**config.mk**
```make
export PLATFORM = sky130hd
export DESIGN_NAME = coin_key_encoder
export DESIGN_NICKNAME = d
export VERILOG_FILES = /design/src/rtl/vending_pkg.sv /design/src/rtl/key_filter.sv /design/src/rtl/coin_key_encoder.sv
export SDC_FILE = /design/constraint.sdc
export NUM_CORES = 1
export LEC_CHECK = 0
export BUFFER_PORTS_ARGS = -buffer_cell sky130_fd_sc_hd__buf_2
export CAP_MARGIN = 20
export CORE_UTILIZATION = 58
export CTS_BUF_LIST = sky130_fd_sc_hd__clkbuf_4 sky130_fd_sc_hd__clkbuf_8 sky130_fd_sc_hd__clkbuf_16
export DETAILED_ROUTE_END_ITERATION = 8
export HOLD_SLACK_MARGIN = 0.02
export PLACE_DENSITY_LB_ADDON = 0.25
export SYNTH_ARGS = -nofsm -noshare
export SYNTH_HDL_FRONTEND = slang
export SYNTH_HIERARCHICAL = 1
export SYNTH_SLANG_ARGS = --single-unit
```
**constraint.sdc**
```tcl
create_clock -name sys_clk -period 2.17 [get_ports sys_clk]
set_input_delay 0 -clock sys_clk [delete_from_list [all_inputs] [get_ports sys_clk]]
set_output_delay 0 -clock sys_clk [all_outputs]
set_load 0.05 [all_outputs]
```
**src/rtl/vending_pkg.sv**
```systemverilog
// Shared coin-code definitions for the vending machine and its input stage.
package vending_pkg;
  typedef logic [1:0] money_t;

  localparam money_t MONEY_NONE = 2'd0;
  localparam money_t MONEY_HALF = 2'd1;
  localparam money_t MONEY_ONE  = 2'd2;
endpackage

```
**src/rtl/key_filter.sv**
```systemverilog
// Synchronises and debounces one active-low key; o_press pulses once per stable press.
module key_filter #(
  parameter int CNT_MAX = 999_999
) (
  input  logic sys_clk,
  input  logic sys_rst_n,
  input  logic i_key,
  output logic o_press
);
  localparam int CW = $clog2(CNT_MAX + 1);
  localparam logic [CW-1:0] CNT_TOP = CW'(CNT_MAX);
  localparam logic [CW-1:0] CNT_HIT = CW'(CNT_MAX - 1);

  logic [1:0]    sync_q;
  logic [CW-1:0] cnt_q, cnt_d;
  logic          key_s;

  assign key_s = sync_q[1];

  // Saturating at CNT_TOP keeps a held key from firing again.
  always_comb begin
    cnt_d = cnt_q;
    if (key_s)                cnt_d = '0;
    else if (cnt_q < CNT_TOP) cnt_d = cnt_q + 1'b1;
  end

  always_ff @(posedge sys_clk) begin
    if (!sys_rst_n) begin
      sync_q <= 2'b11;
      cnt_q  <= '0;
    end else begin
      sync_q <= {sync_q[0], i_key};
      cnt_q  <= cnt_d;
    end
  end

  assign o_press = !key_s && (cnt_q == CNT_HIT);
endmodule

```
**src/rtl/coin_key_encoder.sv**
```systemverilog
// Turns two debounced coin keys into single-cycle coin codes; a coincident
// half coin is queued one cycle behind the one-unit coin.
module coin_key_encoder
  import vending_pkg::*;
#(
  parameter int CNT_MAX = 999_999
) (
  input  logic       sys_clk,
  input  logic       sys_rst_n,
  input  logic       i_key_half,
  input  logic       i_key_one,
  output logic [1:0] o_money,
  output logic       o_pending
);
  logic   press_half, press_one;
  money_t money_q, money_d;
  logic   pend_q, pend_d;

  key_filter #(.CNT_MAX(CNT_MAX)) u_half (
    .sys_clk  (sys_clk),
    .sys_rst_n(sys_rst_n),
    .i_key    (i_key_half),
    .o_press  (press_half)
  );

  key_filter #(.CNT_MAX(CNT_MAX)) u_one (
    .sys_clk  (sys_clk),
    .sys_rst_n(sys_rst_n),
    .i_key    (i_key_one),
    .o_press  (press_one)
  );

  // A fresh press always wins over the queued half coin, which stays queued.
  always_comb begin
    money_d = MONEY_NONE;
    pend_d  = pend_q;
    if (press_half && press_one) begin
      money_d = MONEY_ONE;
      pend_d  = 1'b1;
    end else if (press_one) begin
      money_d = MONEY_ONE;
    end else if (press_half) begin
      money_d = MONEY_HALF;
    end else if (pend_q) begin
      money_d = MONEY_HALF;
      pend_d  = 1'b0;
    end
  end

  always_ff @(posedge sys_clk) begin
    if (!sys_rst_n) begin
      money_q <= MONEY_NONE;
      pend_q  <= 1'b0;
    end else begin
      money_q <= money_d;
      pend_q  <= pend_d;
    end
  end

  assign o_money   = money_q;
  assign o_pending = pend_q;
endmodule

```
==> flow_summary.json, run 1 <==
{
  "synthToLayoutAreaGrowth_pct": 8.486,
  "powerDensity_mw_per_mm2": 517.0,
  "final_util_pct": 67.93,
  "antenna_found_initial": 0,
  "cts.reportedPaths.clkPinSlew_ps": 100,
  "htree_levels": 2,
  "cts.sinks": 47,
  "grt_start_max_net_pins": 20,
  "setup.worst_path.class": "flip-flop to flip-flop",
  "post_drt_wl_per_cell_um": 14.99,
  "tightest_slew_ps": 771.3,
  "synth_area_mm2": 0.002595,
  "worst_ep_required_time_ps": 2370,
  "dp_hpwl_mm": 3.757,
  "num-fill-cells": 359,
  "crit_path_cells": "nor4_4, a311oi_4, a2111oi_4, a31oi_1, a41o_1",
  "root_buffer": "clkbuf_8",
  "finalWeightedCongestion": 0.7519,
  "ys_top_cells_by_count": "nor2_1 (49), dfxtp_1 (47), nand2_1 (38), a31oi_1 (12)",
  "io-pin-count": 7,
  "syn_inst": 289,
  "design.final.nets": 313,
  "finalSetupViolCount": 0,
  "globalRouteMet3Util_pct": 5.099,
  "timing.critical_path.arrival_ps": 2250,
  "whs_ps": 444.6,
  "globalRoute.busiestLayer": "met2",
  "reg2reg_depth": 5,
  "worst_ir_drop_vdd_v": 0.0004997,
  "synth_edf_count": 0,
  "postPlaceCellArea_mm2": 0.002673,
  "critical_path.endpoint_type": "flip-flop",
  "overflow": 0,
  "floorplan.die_area_mm2": 0.004746,
  "final_layout_size_suffix_gt1_share_pct": 19.02,
  "max-cap-violations": 0,
  "synth-warning-count": 6,
  "post_synth.cell_area_avg_um2": 8.979,
  "final_wirelength_mm": 5.320,
  "postRouteAntennaNets": 0,
  "multi_input_combinational_cell_area_mm2": 0.001534,
  "async_reset_ff_share_pct": 0,
  "detail_route.drc_violations": 0,
  "clock_insertion_delay_worst_skew_ps": 300,
  "hold_violations": 0,
  "min-delay-path-class": "flip-flop to flip-flop",
  "die_w_um": 68.89,
  "crit_path_end": "u_half/cnt_q[16]$_SDFFE_PP0N_",
  "num_antenna_cells": 0,
  "synth-main-ff-cell": "dfxtp_1",
  "via_per_inst": 6.127,
  "place.detailed.instances": 342,
  "maxSlewViolCount": 0,
  "achievable-frequency_mhz": 488.7,
  "numCtsBuffers": 5,
  "total_power_mw": 1.455,
  "crit-reg2reg-launch": "u_half/cnt_q[11]$_SDFFE_PP0N_",
  "cts_setup_buffers": 0,
  "critical_path.reg2reg.endpoint": "u_half/cnt_q[16]$_SDFFE_PP0N_",
  "grtUsageMet2_pct": 48.79,
  "portBuffers": 6,
  "finish.cell_count_without_fillers": 355,
  "critical_path_peak_fanout": 7,
  "fin_skew_ps": 6.657,
  "post-synth-top-count-cell": "nor2_1",
  "crit_path_start_kind": "flip-flop",
  "maxSlewHeadroom_pct": 48.58,
  "grt_pass1_wl_mm": 8.914,
  "die_h_um": 68.89,
  "yosysTopAreaCell": "dfxtp_1",
  "min_period_over_period_pct": 94.29,
  "synth_seq_cells": 47,
  "max_incr_delay_on_cp_ps": 540,
  "status": "finished clean",
  "final-seq-area_um2": 940.9,
  "final_critical_path_time_including_i_o_delays_and_setup_ps": 2046,
  "max-clock-path-buffers": 2,
  "worst-r2r-setup-slack_ps": 120,
  "pre_cts_setup_slack_ps": 146.4,
  "synth_area_leaders": "dfxtp_1 (36%), nor2_1 (7.1%), nand2_1 (5.5%), a2111oi_4 (4.2%), a31oi_1 (2.9%)",
  "crit_path_top_delay_cell": "a2111oi_4",
  "dr.pass1.iters": 4,
  "unrepaired_setup_endpoints_after_global_routing": "no",
  "fp-row-count": 23,
  "initialDrtViolationCount": 114,
  "finalInstanceArea_mm2": 0.002815,
  "post-synth-top-area-fraction_pct": 36.26,
  "fin_tns_setup_ps": 0,
  "static_leakage_nw": 1.126,
  "tritoncts": "built",
  "synthesis.nets": 298,
  "start_util_pct": 62.62,
  "floorplan.core_area_mm2": 0.004144,
  "synth-seq-area-share_pct": 36.26,
  "crit_path_start": "u_half/cnt_q[11]$_SDFFE_PP0N_",
  "yosysUniqueCellTypes": 42,
  "globalRouteMet1Util_pct": 27.18,
  "layout_setup_ws_ps": 124.0,
  "via_count_of_the_first_global_routing_pass": 2045,
  "detailroute.via_count": 2175,
  "grt_util_all_layers_pct": 25.26
}
==> power by group <==
group,switching (mW),total [mW],internal [mW]
Sequential,0.00280,0.869,0.866
Combinational,0.0190,0.0364,0.0173
Clock,0.319,0.550,0.231
==> registers in the layout, indices dropped and copies added, names as in the netlist <==
name           flops
o_pending          1
u_one/cnt_q       20
u_half/cnt_q      20
o_money            2
u_one/sync_q       2
u_half/sync_q      2
==> cells by family after synthesis <==
group / after synthesis / synth area share (%)
fa+ha+maj: 5 / 2.411
mux: 3 / 1.157
compound gates: 65 / 24.30
flops: 47 / 36.26
xor+xnor: 8 / 2.700
simple gates: 141 / 28.54
buf+inv: 20 / 4.629
==> final cells by class <==
| class | count | share of cell area (%) |
|---|---|---|
| Clock buffer | 5 | 2.444 |
| Clock inverter | 3 | 0.8444 |
| Inverter | 6 | 0.8000 |
| Multi-Input combinational cell | 222 | 54.49 |
| Sequential cell | 47 | 33.42 |
| Tap cell | 50 | 2.222 |
| Timing Repair Buffer | 22 | 5.778 |
==> worst max-delay path, delay by kind of cell, from the launching register on <==
kind | cells | cell delay, ps
and+or+nand+nor | 1 | 370
DFF | 1 | 390
AOI/OAI and AO/OA | 4 | 1180
==> layout by cell type (no fill, tap or decap), types with 4 or more instances in the layout <==
cell type / n
clkbuf_8: 5
nand2_1: 38
inv_1: 6
xnor2_1: 8
a31o_1: 6
nor2_1: 49
ha_1: 5
a41o_1: 6
nor3_1: 10
nand4_1: 4
buf_2: 6
a31oi_1: 12
dlygate4sd3_1: 5
a31o_2: 6
a2111oi_4: 4
a41o_2: 6
nand2b_1: 6
dfxtp_1: 47
nand3_1: 8
a21oi_1: 10
and4_1: 4
buf_4: 11
a211oi_1: 4
==> routing by layer <==
layer | vias to the layer above | share of wire, %
met5 | - | 0
met4 | 0 | 1.2
met3 | 9 | 2.4
met2 | 24 | 52
met1 | 1049 | 44
li1 | 1093 | -
==> timing repair <==
action	in CTS	in global routing
hold endpoints to repair	5	0
hold buffers	5	0
resized for setup	0	0
==> worst min path at each step <==
stage,slack (ps),depth (start not counted),to,startpoint
floorplan,70,1,u_half/sync_q[1]$_SDFF_PN1_,sys_rst_n
global placement,180,2,u_half/sync_q[0]$_SDFF_PN1_,i_key_half
detailed placement,190,2,u_one/sync_q[0]$_SDFF_PN1_,i_key_one
CTS,420,1,u_one/sync_q[1]$_SDFF_PN1_,u_one/sync_q[0]$_SDFF_PN1_
global route,450,1,u_one/sync_q[1]$_SDFF_PN1_,u_one/sync_q[0]$_SDFF_PN1_
finish,440,1,u_half/sync_q[1]$_SDFF_PN1_,u_half/sync_q[0]$_SDFF_PN1_
Note: power is estimated with default switching activity, not from simulation.
==> run 2: changes to the inputs <==
- CORE_ASPECT_RATIO: not set -> 0.8
- CORE_UTILIZATION: 58 -> 62
==> run 2 against run 1 <==
  * Global-route usage is 0.27 points higher
  * Non-clock buffer count is 2 lower
  * Critical path depth stayed put
  * Utilization is 4.1 points higher
  * Routed wire length is 2.5% lower
  * Final area is 0.13% lower
  * Count of clock-buffer cells in the layout is 2 higher
==> flow_summary.json, run 2 (synthesis results as in run 1) <==
{
  "detailroute.via_count": 2156,
  "die_h_um": 59.87,
  "antenna_found_initial": 0,
  "htree_levels": 2,
  "grt_util_all_layers_pct": 25.53,
  "postRouteAntennaNets": 0,
  "static_leakage_nw": 1.123,
  "min_period_over_period_pct": 95.62,
  "finalWeightedCongestion": 0.7856,
  "via_per_inst": 6.022,
  "finish.cell_count_without_fillers": 358,
  "portBuffers": 6,
  "crit_path_top_delay_cell": "dfxtp_1",
  "clock_power_share_pct": 36.9,
  "overflow": 0,
  "achievable-frequency_mhz": 481.9,
  "finalInstanceArea_mm2": 0.002811,
  "critical_path_peak_fanout": 8,
  "worst-r2r-setup-slack_ps": 90,
  "hold_path.startpoint": "u_one/sync_q[0]$_SDFF_PN1_",
  "io-pin-count": 7,
  "final_wirelength_mm": 5.189,
  "place.detailed.instances": 345,
  "synthToLayoutAreaGrowth_pct": 8.341,
  "critical_path.endpoint_type": "flip-flop",
  "cts.sinks": 47,
  "combinationalPowerShare_pct": 2.5,
  "clock_insertion_delay_worst_skew_ps": 300,
  "die_w_um": 74.33,
  "min-delay-path-class": "flip-flop to flip-flop",
  "fin_skew_ps": 6.609,
  "status": "finished clean",
  "max-cap-violations": 0,
  "detail_route.drc_violations": 0,
  "num_antenna_cells": 0,
  "power.share.sequential_pct": 60.5,
  "max_incr_delay_on_cp_ps": 510,
  "final_critical_path_time_including_i_o_delays_and_setup_ps": 2075,
  "maxSlewHeadroom_pct": 47.48,
  "fp-row-count": 20,
  "worst_ir_drop_vdd_v": 0.0003314,
  "timing.critical_path.arrival_ps": 2260,
  "hold_violations": 0,
  "sw_frac_of_total_pct": 20.94,
  "cts.reportedPaths.clkPinSlew_ps": 80,
  "initialDrtViolationCount": 140,
  "numCtsBuffers": 5,
  "crit-reg2reg-launch": "u_half/cnt_q[4]$_SDFFE_PP0N_",
  "unrepaired_setup_endpoints_after_global_routing": "yes",
  "post_drt_wl_per_cell_um": 14.49,
  "largestRegisters": "u_half/cnt_q (20), u_one/cnt_q (20)",
  "dr.pass1.iters": 4,
  "net-switching-power_mw": 0.3006,
  "start_util_pct": 66.47,
  "max-clock-path-buffers": 2,
  "total_power_mw": 1.435,
  "floorplan.core_area_mm2": 0.003904,
  "dp_hpwl_mm": 3.482,
  "grt_pass1_wl_mm": 8.659,
  "grt_start_max_net_pins": 20,
  "tightest_slew_ps": 787.7,
  "reg2reg_depth": 5,
  "final_util_pct": 72.02,
  "design.final.nets": 311,
  "postPlaceCellArea_mm2": 0.002664,
  "floorplan.die_area_mm2": 0.004450,
  "root_buffer": "clkbuf_8",
  "crit_path_cells": "and4_1, nand4_1, a2111oi_4, a31oi_1, a41o_1",
  "num-fill-cells": 295,
  "via_count_of_the_first_global_routing_pass": 1808,
  "layout.cells.most_common": "nor2_1",
  "worst_ep_required_time_ps": 2360,
  "final_layout_size_suffix_gt1_share_pct": 19.47,
  "crit_path_start_kind": "flip-flop",
  "layout_setup_ws_ps": 95.00,
  "critical_path.reg2reg.endpoint": "u_half/cnt_q[16]$_SDFFE_PP0N_",
  "timing.hold.worst_path_depth": 1,
  "worst_hold_path.endpoint": "u_one/sync_q[1]$_SDFF_PN1_",
  "powerDensity_mw_per_mm2": 510.6,
  "tritoncts": "built",
  "setup.worst_path.class": "flip-flop to flip-flop",
  "finalSetupViolCount": 0,
  "pre_cts_setup_slack_ps": 126.1,
  "cell_internal_pwr_mw": 1.135,
  "most-common-layout-cells": "nor2_1 (49), dfxtp_1 (47), nand2_1 (38)",
  "maxSlewViolCount": 0
}
run 2: worst max path at each step:
stage                             startpoint                       endpoint  slack (ps)  depth (start not counted)
6_report        u_half/cnt_q[4]$_SDFFE_PP0N_  u_half/cnt_q[16]$_SDFFE_PP0N_          90                          5
5_1_grt         u_half/cnt_q[4]$_SDFFE_PP0N_  u_half/cnt_q[16]$_SDFFE_PP0N_         -10                          5
4_1_cts        u_half/cnt_q[11]$_SDFFE_PP0N_         o_pending$_SDFFE_PN0P_         110                          7
3_5_place_dp   u_half/cnt_q[11]$_SDFFE_PP0N_         o_pending$_SDFFE_PN0P_         130                          7
3_3_place_gp   u_half/cnt_q[11]$_SDFFE_PP0N_         o_pending$_SDFFE_PN0P_         190                          7
2_1_floorplan   u_one/cnt_q[11]$_SDFFE_PP0N_         o_pending$_SDFFE_PN0P_         270                          8
run 2: repair_timing:
action | 4_1_cts | 5_1_grt
endpoints found under the setup margin | 0 | 2
buffers inserted | 0 | 0
hold endpoints to repair | 4 | 0
hold buffers | 5 | 0
gates resized for setup | 0 | 3
run 2: power groups by stage:
stage	Clock (mW)	Combinational, mW	Sequential, mW
after floorplan	0	0.0199	0.888
after global placement	0	0.0289	0.889
after detailed placement	0	0.0292	0.889
after CTS	0.544	0.0360	0.869
after global routing	0.590	0.0410	0.870
final	0.530	0.0363	0.869
run 2: layer usage:
metal	global-route usage [%]	part of all wire, %	vias to the layer above
met5	0	0	-
met2	38.57	41	44
met3	5.565	4.4	4
li1	-	-	1082
met1	36.54	54	1026
met4	7.278	0.64	0
run 2: metrics by stage:
| step | hold WS [ps] | setup TNS [ps] |
|---|---|---|
| 3_3_place_gp | 184.9 | 0 |
| 5_1_grt | 460.0 | -12.45 |
| 3_5_place_dp | 190.1 | 0 |
| 4_1_cts | 434.7 | 0 |
| 6_report | 425.4 | 0 |
| 2_1_floorplan | 73.04 | 0 |
run 2: critical path: cells and delay by family, from the launching register on:
family,cells,cell delay [ps]
compound gates,3,810
flops,1,510
simple gates,2,650
run 2: final cells by class:
class / count / area (um^2) / share of cell area, %
Clock inverter: 1 / 5.005 / 0.1780
Tap cell: 55 / 68.82 / 2.448
Timing Repair Buffer: 20 / 147.6 / 5.251
Clock buffer: 7 / 83.83 / 2.982
Multi-Input combinational cell: 222 / 1543 / 54.87
Sequential cell: 47 / 940.9 / 33.47
Inverter: 6 / 22.52 / 0.8011
